$ cat src/rtl/traffic_light_pkg.sv
// Shared types for the two-head traffic light monitor: head FSM states,
// error bit positions and the {red, yellow, green} lamp vector.
package traffic_light_pkg;

   typedef enum logic [1:0] {
      ST_UNSYNC = 2'd0,
      ST_GREEN  = 2'd1,
      ST_YELLOW = 2'd2,
      ST_RED    = 2'd3
   } head_state_t;

   localparam int ERR_ONEHOT   = 0;
   localparam int ERR_CONFLICT = 1;
   localparam int ERR_SEQ      = 2;
   localparam int ERR_TIMING   = 3;
   localparam int ERR_STUCK    = 4;
   localparam int ERR_W        = 5;

   typedef struct packed {
      logic red;
      logic yellow;
      logic green;
   } lamp_t;

   localparam lamp_t LAMP_RED    = 3'b100;
   localparam lamp_t LAMP_YELLOW = 3'b010;
   localparam lamp_t LAMP_GREEN  = 3'b001;

   function automatic logic lamp_is_go(lamp_t l);
      return l.green | l.yellow;
   endfunction

endpackage

$ cat src/rtl/traffic_head_checker.sv
// Per-head lamp tracker: samples one head, follows its phase FSM and flags
// ONEHOT/SEQ/TIMING (and STUCK when TL_MON_STUCK_EN is defined).
module traffic_head_checker
   import traffic_light_pkg::*;
#(
   parameter int GREEN_CYCLES  = 16000000,
   parameter int YELLOW_CYCLES = 3200000,
   parameter int DUR_W         = 32,
   parameter int STUCK_CYCLES  = 64000000
) (
   input  logic             clk,
   input  logic             rst,
   input  logic [2:0]       lamps,
   output logic [ERR_W-1:0] err,
   output logic             synced,
   output logic             enter_green,
   output logic [2:0]       samp,
   output logic             samp_vld
);

   localparam logic [DUR_W-1:0] GREEN_DUR  = DUR_W'(GREEN_CYCLES);
   localparam logic [DUR_W-1:0] YELLOW_DUR = DUR_W'(YELLOW_CYCLES);
   localparam logic [DUR_W-1:0] RED_DUR    = DUR_W'(GREEN_CYCLES + YELLOW_CYCLES);

   lamp_t            samp_q;
   lamp_t            prev_q;
   logic             prev_vld;
   head_state_t      state;
   head_state_t      state_nxt;
   logic [DUR_W-1:0] dur;
   logic [DUR_W-1:0] dur_nxt;
   logic             restart;
   logic             changed;
   logic             dur_sat;

   assign samp    = samp_q;
   assign synced  = (state != ST_UNSYNC);
   assign changed = prev_vld && (samp_q != prev_q);
   assign restart = !prev_vld || changed;
   assign dur_sat = (dur == '1);

`ifdef TL_MON_STUCK_EN
   localparam logic [DUR_W-1:0] STUCK_DUR = DUR_W'(STUCK_CYCLES);
   logic stuck_hit;
   assign stuck_hit = samp_vld && (dur_nxt == STUCK_DUR) && (dur != STUCK_DUR);
`else
   logic unused_stuck;
   assign unused_stuck = (STUCK_CYCLES != 0);
`endif

   // A saturated count never matches a phase length, so dur_sat forces TIMING.
   always_comb begin
      state_nxt   = state;
      err         = '0;
      enter_green = 1'b0;
      if (restart)
         dur_nxt = DUR_W'(1);
      else if (dur_sat)
         dur_nxt = dur;
      else
         dur_nxt = dur + DUR_W'(1);

      if (samp_vld) begin
         if (!$onehot(samp_q)) begin
            err[ERR_ONEHOT] = 1'b1;
            state_nxt       = ST_UNSYNC;
         end else if (changed) begin
            case (state)
               ST_UNSYNC: begin
                  if (prev_q == LAMP_RED && samp_q == LAMP_GREEN) begin
                     state_nxt   = ST_GREEN;
                     enter_green = 1'b1;
                  end
               end
               ST_GREEN: begin
                  if (samp_q == LAMP_YELLOW) begin
                     state_nxt       = ST_YELLOW;
                     err[ERR_TIMING] = dur_sat || (dur != GREEN_DUR);
                  end else begin
                     state_nxt    = ST_UNSYNC;
                     err[ERR_SEQ] = 1'b1;
                  end
               end
               ST_YELLOW: begin
                  if (samp_q == LAMP_RED) begin
                     state_nxt       = ST_RED;
                     err[ERR_TIMING] = dur_sat || (dur != YELLOW_DUR);
                  end else begin
                     state_nxt    = ST_UNSYNC;
                     err[ERR_SEQ] = 1'b1;
                  end
               end
               ST_RED: begin
                  if (samp_q == LAMP_GREEN) begin
                     state_nxt       = ST_GREEN;
                     enter_green     = 1'b1;
                     err[ERR_TIMING] = dur_sat || (dur != RED_DUR);
                  end else begin
                     state_nxt    = ST_UNSYNC;
                     err[ERR_SEQ] = 1'b1;
                  end
               end
               default: state_nxt = ST_UNSYNC;
            endcase
         end
`ifdef TL_MON_STUCK_EN
         err[ERR_STUCK] = stuck_hit;
`endif
      end
   end

   // The valid bits keep the zeroed reset samples from being judged as lamps.
   always_ff @(posedge clk) begin
      if (rst) begin
         samp_q   <= '0;
         prev_q   <= '0;
         samp_vld <= 1'b0;
         prev_vld <= 1'b0;
         state    <= ST_UNSYNC;
         dur      <= '0;
      end else begin
         samp_q   <= lamp_t'(lamps);
         prev_q   <= samp_q;
         samp_vld <= 1'b1;
         prev_vld <= samp_vld;
         if (samp_vld) begin
            state <= state_nxt;
            dur   <= dur_nxt;
         end
      end
   end

endmodule

$ cat src/rtl/traffic_light_monitor.sv
// Passive two-head lamp monitor: cross-head conflict check, sticky/pulse error
// aggregation and completed-cycle count. Optional watchdog: TL_MON_STUCK_EN.
module traffic_light_monitor
   import traffic_light_pkg::*;
#(
   parameter int GREEN_CYCLES  = 16000000,
   parameter int YELLOW_CYCLES = 3200000,
   parameter int DUR_W         = 32,
   parameter int STUCK_CYCLES  = 64000000
) (
   input  logic        clk,
   input  logic        rst,
   input  logic        red1,
   input  logic        yellow1,
   input  logic        green1,
   input  logic        red2,
   input  logic        yellow2,
   input  logic        green2,
   input  logic        clr_err,
   output logic [4:0]  err_sticky,
   output logic        err_pulse,
   output logic        synced,
   output logic [15:0] cycles_done
);

   logic [ERR_W-1:0] err1;
   logic [ERR_W-1:0] err2;
   logic [ERR_W-1:0] new_err;
   logic             synced1;
   logic             synced2;
   logic             enter_green1;
   logic             unused_enter_green2;
   logic [2:0]       samp1;
   logic [2:0]       samp2;
   logic             vld1;
   logic             vld2;

   traffic_head_checker #(
      .GREEN_CYCLES (GREEN_CYCLES),
      .YELLOW_CYCLES(YELLOW_CYCLES),
      .DUR_W        (DUR_W),
      .STUCK_CYCLES (STUCK_CYCLES)
   ) u_head1 (
      .clk        (clk),
      .rst        (rst),
      .lamps      ({red1, yellow1, green1}),
      .err        (err1),
      .synced     (synced1),
      .enter_green(enter_green1),
      .samp       (samp1),
      .samp_vld   (vld1)
   );

   traffic_head_checker #(
      .GREEN_CYCLES (GREEN_CYCLES),
      .YELLOW_CYCLES(YELLOW_CYCLES),
      .DUR_W        (DUR_W),
      .STUCK_CYCLES (STUCK_CYCLES)
   ) u_head2 (
      .clk        (clk),
      .rst        (rst),
      .lamps      ({red2, yellow2, green2}),
      .err        (err2),
      .synced     (synced2),
      .enter_green(unused_enter_green2),
      .samp       (samp2),
      .samp_vld   (vld2)
   );

   assign synced = synced1 & synced2;

   always_comb begin
      new_err               = err1 | err2;
      new_err[ERR_CONFLICT] = vld1 && vld2 && lamp_is_go(lamp_t'(samp1))
                              && lamp_is_go(lamp_t'(samp2));
   end

   // A violation coinciding with clr_err still lands, since it is OR-ed after the clear.
   always_ff @(posedge clk) begin
      if (rst) begin
         err_sticky  <= '0;
         err_pulse   <= 1'b0;
         cycles_done <= '0;
      end else begin
         err_sticky <= (clr_err ? '0 : err_sticky) | new_err;
         err_pulse  <= |new_err;
         if (enter_green1 && synced1 && cycles_done != 16'hFFFF)
            cycles_done <= cycles_done + 16'd1;
      end
   end

endmodule

$ cat config.mk
export PLATFORM = sky130hd
export DESIGN_NAME = traffic_light_monitor
export DESIGN_NICKNAME = d
export VERILOG_FILES = /design/src/rtl/traffic_light_pkg.sv /design/src/rtl/traffic_head_checker.sv /design/src/rtl/traffic_light_monitor.sv
export SDC_FILE = /design/constraint.sdc
export NUM_CORES = 1
export LEC_CHECK = 0
export BUFFER_PORTS_ARGS = -buffer_cell sky130_fd_sc_hd__buf_2
export CORE_UTILIZATION = 55
export CTS_BUF_LIST = sky130_fd_sc_hd__clkbuf_2
export CTS_CLUSTER_DIAMETER = 80
export CTS_CLUSTER_SIZE = 10
export DETAILED_ROUTE_END_ITERATION = 16
export PLACE_DENSITY = 0.76
export REMOVE_ABC_BUFFERS = 1
export SETUP_SLACK_MARGIN = 0.02
export SYNTH_ARGS = -nofsm -noshare
export SYNTH_HDL_FRONTEND = slang
export SYNTH_SLANG_ARGS = --single-unit
$ cat constraint.sdc
create_clock -name clk -period 3.1 [get_ports clk]
set_input_delay 0.465 -clock clk [delete_from_list [all_inputs] [get_ports clk]]
set_output_delay 0.465 -clock clk [all_outputs]
set_load 0.01 [all_outputs]
==> summary.txt, run 1 <==
Worst setup path
  – CP peak stage delay: 0.57 ns
  – CP Launch Point: u_head1.samp[0]
  – Worst path slowest cell: dfxtp_1
  – Startpoint types: flip-flop
  – Reg2reg start: u_head1.samp[0]
  – Critical Path AT: 3.25 ns
  – Critical path capture point type: flip-flop
  – Critical path peak fanout: 11
  – CP Data Required Time: 3.61 ns
  – Crit-path cells: inv_1, fa_1, nand4bb_1, a31oi_1, o211ai_1, nor4_2, xnor2_1, nor2_1
  – Crit Path Category: flip-flop to flip-flop

Synth
  – Ys flop type: dfxtp_1
  – Share of the synthesized area in the top cell type: 37.0%
  – Synth Warn #: 0
  – Most area-hungry cell type in the Yosys netlist: dfxtp_1
  – Mapped Avg Cell Area: 8.23 sq um
  – Share of async-settable or async-resettable flops after synthesis: 0%
  – Synth unique cells: 63
  – Top post-synthesis cells by area: dfxtp_1 37%, nor2_1 5.9%, xor2_1 4.7%, xnor2_1 4.6%, nand3_1 3.5%
  – Yosys reg bits: 103
  – Cell Area, Synth: 5570 sq um
  – Sequential area share after synthesis: 37.0%
  – Number of enable flip-flop cells after synthesis: 0
  – Synthesized instance count: 677

STA
  – Final Cycle Share: 88.5%
  – Worst-Margin Slew: 0.876 ns
  – Max-Slew Margin vs Limit: 41.3%
  – Worst Skew: 0.0432 ns
  – RSZ-0062 raised after global routing: no
  – Setup TNS: 0 ns
  – Max Fclk: 0.364 GHz
  – Max-slew violation count: 0
  – Setup-failing EPs final: 0
  – Hold Vio Cnt, Final: 0
  – Tmin final: 2.74 ns

Global routing
  – Vias in the first global route: 4469
  – Grt ovf: 0
  – Global-route wire length before repair: 20800 um
  – Initial antenna violation count: 0
  – Largest net degree at the start of global routing: 25
  – GRT Util Overall: 25.1%

Placement
  – Placed Instances: 814
  – RD Place Congestion: 0.872
  – HPWL Detailed: 9240 um
  – Port Buffers: 30

CTS
  – Clock net sink count: 103
  – Max H-tree Level: 3
  – Post-CTS resize count: 0
  – Post-CTS Setup Bufs: 0
  – CTS Buf Count: 9
  – TritonCTS clock tree: done
  – Hold buffer count at cts: 0
  – CTS max path bufs: 2
  – Skew-Pair Late Insertion Delay: 0.62 ns
  – Reg clk slew, reported paths: 0.28 ns
  – Root Driver: clkbuf_2

Finish
  – Ant diodes: 0
  – Commonest non-fill, non-tap cell in the layout: dfxtp_1
  – Fraction of layout cells with a size suffix above 1: 10.0%
  – Layout Nets: 712
  – Finished Layout Cells: 830
  – Most frequent cells in the layout: 103 x dfxtp_1, 87 x nor2_1, 39 x nand3_1
  – Layout area overhead: 5.48%
  – Fill cell count: 910

Route
  – DRC viols: 0
  – Via Count: 4888
  – DR pass1 iterations: 5
  – Final WL: 12700 um
  – Vias per cell: 5.89
  – Routed len/inst: 15.3 um
  – Iter 0 DRT Violations: 261
  – Antenna viol nets, final: 0

Floorplanning
  – Die Y: 103 um
  – Starting Density: 57.0%
  – Rows: 36
  – Core Area: 9770 sq um
  – Die width: 103 um
  – Die area: 10500 sq um
  – Ports: 32

Min path
  – Min-Delay Path Class: primary input to flip-flop
  – Hold Crit Start: green2

Flow run
  – Max-capacitance violation count: 0

Run status
  – Status: completed

Pwr
  – Leakage: 2.11 nW
  – Pwr dens: 352 nW/um^2
  – VDD IR max: 0.000421 V
## Yosys cell counts, types with 3 or more instances
cell / instances
a211oi_1: 3
a21oi_1: 36
a31oi_1: 3
and2_1: 13
and3_1: 21
and4_1: 14
buf_2: 7
clkbuf_1: 22
dfxtp_1: 103
ha_1: 9
inv_1: 21
mux2i_1: 4
nand2_1: 38
nand2b_1: 7
nand3_1: 39
nand3b_1: 5
nand4_1: 26
nand4b_1: 4
nand4bb_1: 3
nor2_1: 87
nor2b_1: 9
nor3_1: 16
nor3b_1: 6
nor4_1: 6
nor4b_1: 3
o2111ai_1: 6
o211ai_1: 11
o21ai_0: 18
o21ai_1: 12
o31ai_1: 3
or3_1: 14
or4_1: 8
or4b_1: 3
xnor2_1: 29
xor2_1: 30
## final cells by class
type / instances / area [sq um] / area share, %
Clock buffer: 10 / 50.0 / 0.852
Clock inverter: 6 / 37.5 / 0.639
Inverter: 21 / 78.8 / 1.34
Multi-Input combinational cell: 519 / 3270 / 55.7
Sequential cell: 103 / 2060 / 35.1
Tap cell: 133 / 166 / 2.83
Timing Repair Buffer: 38 / 210 / 3.58
## registers in the layout (all words and copies together), names as in the netlist
register and count:
u_head1.dur 32, u_head2.dur 32, cycles_done 16, err_sticky 4, u_head1.prev_q 3, u_head1.samp 3
u_head2.prev_q 3, u_head2.samp 3, u_head1.state 2, u_head2.state 2, err_pulse 1, u_head1.prev_vld 1
u_head2.samp_vld 1
## path summary, 6_finish.rpt
check | end | slack, ns | cells past startpoint
max reg2reg | cycles_done[13] | 0.36 | 8
min | u_head2.samp[0] | 0.06 | 2
min reg2reg | err_sticky[2] | 0.51 | 2
max | cycles_done[13] | 0.36 | 8
## layer usage
layer / vias up / track usage [%] / routed length [um] / part of all wire (%)
met1: 2338 / 31.0 / 5830 / 46
met5: - / 0 / 0 / 0
li1: 2453 / - / - / -
met3: 11 / 6.10 / 442 / 3.5
met4: 0 / 7.25 / 138 / 1.1
met2: 86 / 43.3 / 6250 / 49
## metrics by stage
stage	hold WS [ns]	util [%]	total power, mW	setup slack, ns	cell area [sq um]
2_1_floorplan	0.459	-	1.48	0.723	5410
3_3_place_gp	0.475	59.2	1.53	0.574	5790
3_5_place_dp	0.482	59.2	1.54	0.429	5790
4_1_cts	0.0203	60.1	2.09	0.362	5870
5_1_grt	0.00732	60.1	2.17	0.157	5870
6_report	0.0561	60.1	2.07	0.356	5870
## power by group
group / internal (mW) / switching [mW]
Clock: 0.104 / 0.449
Sequential: 1.35 / 0.0226
Combinational: 0.0556 / 0.0918
Total: 1.51 / 0.564
## critical path: cells and delay by family (launching register included)
family | cells | cell delay, ns
AO/OA/AOI/OAI | 2 | 0.65
XOR/XNOR | 1 | 0.16
adder cells (fa/ha/maj) | 1 | 0.50
buffers and inverters | 1 | 0.13
flip-flops | 1 | 0.57
AND/OR/NAND/NOR | 3 | 0.64
## logic make-up (layout without fill, tap and decap cells)
family                   after synthesis  in the layout  synth area share (%)
other                                  1              1                0.0673
flip-flops                           103            103                  37.0
buffers and inverters                 55             75                  4.27
multiplexers                           4              4                 0.719
XOR/XNOR                              59             59                  9.28
AND/OR/NAND/NOR                      335            335                  33.7
AO/OA/AOI/OAI                        109            109                  12.2
adder cells (fa/ha/maj)               11             11                  2.74
Note: power is estimated with default switching activity, not from simulation.
==> run 2: changes to the inputs <==
Settings changed: CORE_UTILIZATION 55 to 40, PLACE_DENSITY 0.76 to 0.59.
==> summary.txt, run 2 (same netlist as run 1, synthesis figures left out) <==
Worst setup path
  – Startpoint types: flip-flop
  – Reg-to-reg slack, setup: 0.37 ns
  – CP peak stage delay: 0.57 ns
  – Number of cells on the critical path: 8
  – Worst r2r dst: cycles_done[15]
  – CP Buf/Inv Count: 1
  – R2R depth: 8
  – Delay-heaviest family, CP: compound AO/OA/AOI/OAI gates
  – CP Launch Point: u_head1.samp[0]
  – CP Data Required Time: 3.67 ns
  – Critical Path AT: 3.29 ns
  – Crit path to: cycles_done[15]
  – Reg2reg start: u_head1.samp[0]
  – Critical path capture point type: flip-flop
  – Critical path peak fanout: 11
  – Crit-path cells: inv_1, fa_1, nand4bb_1, a31oi_1, o211ai_1, nor3_1, xnor2_1, nor2_1
  – Worst path slowest cell: dfxtp_1
  – Crit Path Category: flip-flop to flip-flop

CTS
  – Skew-Pair Late Insertion Delay: 0.65 ns
  – Reg clk slew, reported paths: 0.29 ns
  – Clock net sink count: 103
  – Root Driver: clkbuf_2
  – CTS Buf Count: 9
  – Max H-tree Level: 3
  – Post-CTS resize count: 0
  – CTS max path bufs: 2
  – TritonCTS clock tree: done

Flow run
  – Max-capacitance violation count: 0

Min path
  – Min-Delay Path Class: primary input to flip-flop
  – Hold Crit Start: clr_err

Finish
  – Core Util, Final: 44.8%
  – Layout Nets: 719
  – Commonest non-fill, non-tap cell in the layout: dfxtp_1
  – Layout area overhead: 7.82%
  – Most frequent cells in the layout: 103 x dfxtp_1, 87 x nor2_1, 39 x nand3_1
  – Fraction of layout cells with a size suffix above 1: 10.1%
  – Largest regs: u_head1.dur: 32 flops, u_head2.dur: 32 flops, cycles_done: 16 flops

Global routing
  – Vias in the first global route: 4720
  – Initial antenna violation count: 1
  – Grt ovf: 0
  – Global-route wire length before repair: 22800 um
  – Largest net degree at the start of global routing: 27
  – GRT Util Overall: 19.6%

Route
  – Final WL: 13100 um
  – Iter 0 DRT Violations: 350
  – Routed len/inst: 14.8 um
  – DRC viols: 0
  – Via Count: 4945
  – Antenna viol nets, final: 0
  – Vias per cell: 5.61
  – DR pass1 iterations: 5

Floorplanning
  – Core Area: 13400 sq um
  – Die width: 120 um
  – Starting Density: 41.6%
  – Die area: 14400 sq um
  – Rows: 42
  – Ports: 32
  – Die Y: 120 um

STA
  – Tmin final: 2.73 ns
  – Max Fclk: 0.367 GHz
  – Final Cycle Share: 87.9%
  – Setup TNS: 0 ns
  – Max-Slew Margin vs Limit: 39.7%
  – Max-slew violation count: 0
  – Worst Skew: 0.0412 ns
  – Hold Vio Cnt, Final: 0
  – Final worst setup slack: 0.374 ns
  – Final hold slack: 0.0707 ns
  – Setup-failing EPs final: 0
  – RSZ-0062 raised after global routing: no
  – Worst-Margin Slew: 0.900 ns

Pwr
  – Pwr dens: 350 nW/um^2
  – Leakage: 2.13 nW
  – VDD IR max: 0.000286 V
  – Overall power: 2.10 mW

Placement
  – Port Buffers: 30
  – HPWL Detailed: 9480 um
  – RD Place Congestion: 0.818
  – Post-place setup slack: 0.425 ns

Run status
  – Status: completed
[run 2: changes by cell type in the layout (fill, tap and decap cells not counted)]
cell,previous run,this run
buf_4,8,9
clkbuf_2,10,9
clkinv_2,2,1
clkinvlp_4,2,3
diode_2,0,1
dlygate4sd3_1,0,6
inv_6,0,1
[run 2: per-stage QoR]
stage                     std cells  instance area, sq um
after floorplan                 643                  5410
after global routing            881                  6000
after CTS                       880                  6000
after global placement          858                  5850
final                           881                  6000
after detailed placement        858                  5850
[run 2: metal layers]
layer  share of wire [%]  wire length, um  GRT usage, %
met4                 1.9              242          7.11
met3                 3.7              486          3.61
met2                  47             6190          31.8
met1                  47             6140          25.8
met5                   0                0             0
[run 2: worst min-delay path by stage]
stage	end	slack, ns	cells past startpoint
detailed placement	err_sticky[1]	0.47	2
floorplan	u_head1.state[1]	0.46	2
finish	err_sticky[0]	0.07	3
CTS	err_sticky[0]	0.01	3
global placement	err_sticky[1]	0.46	2
global route	err_sticky[0]	0.002	3
[run 2: where the power goes]
part	internal [mW]	leakage, nW	total [mW]	switching, mW
Combinational	0.0618	1.25	0.157	0.0951
Clock	0.105	0.0520	0.577	0.473
Sequential	1.35	0.834	1.37	0.0209
[run 2: area by class of cell]
type	instances	area (sq um)
multi-input combinational	519	3270
clock inverter	7	48.8
tap	176	220
fill	1373	7400
sequential	103	2060
inverter	21	78.8
antenna	1	2.50
clock buffer	9	45.0
timing repair buffer	45	278
[run 2: timing repair]
action / CTS / global route
buffers inserted: 0 / 0
hold buffers: 6 / 0
hold endpoints to repair: 6 / 0
[run 2: tightest hold or removal path, cell delays in order]
cell and delay, ns:
buf_2 0.10, nand2b_1 0.10, a21oi_1 0.06
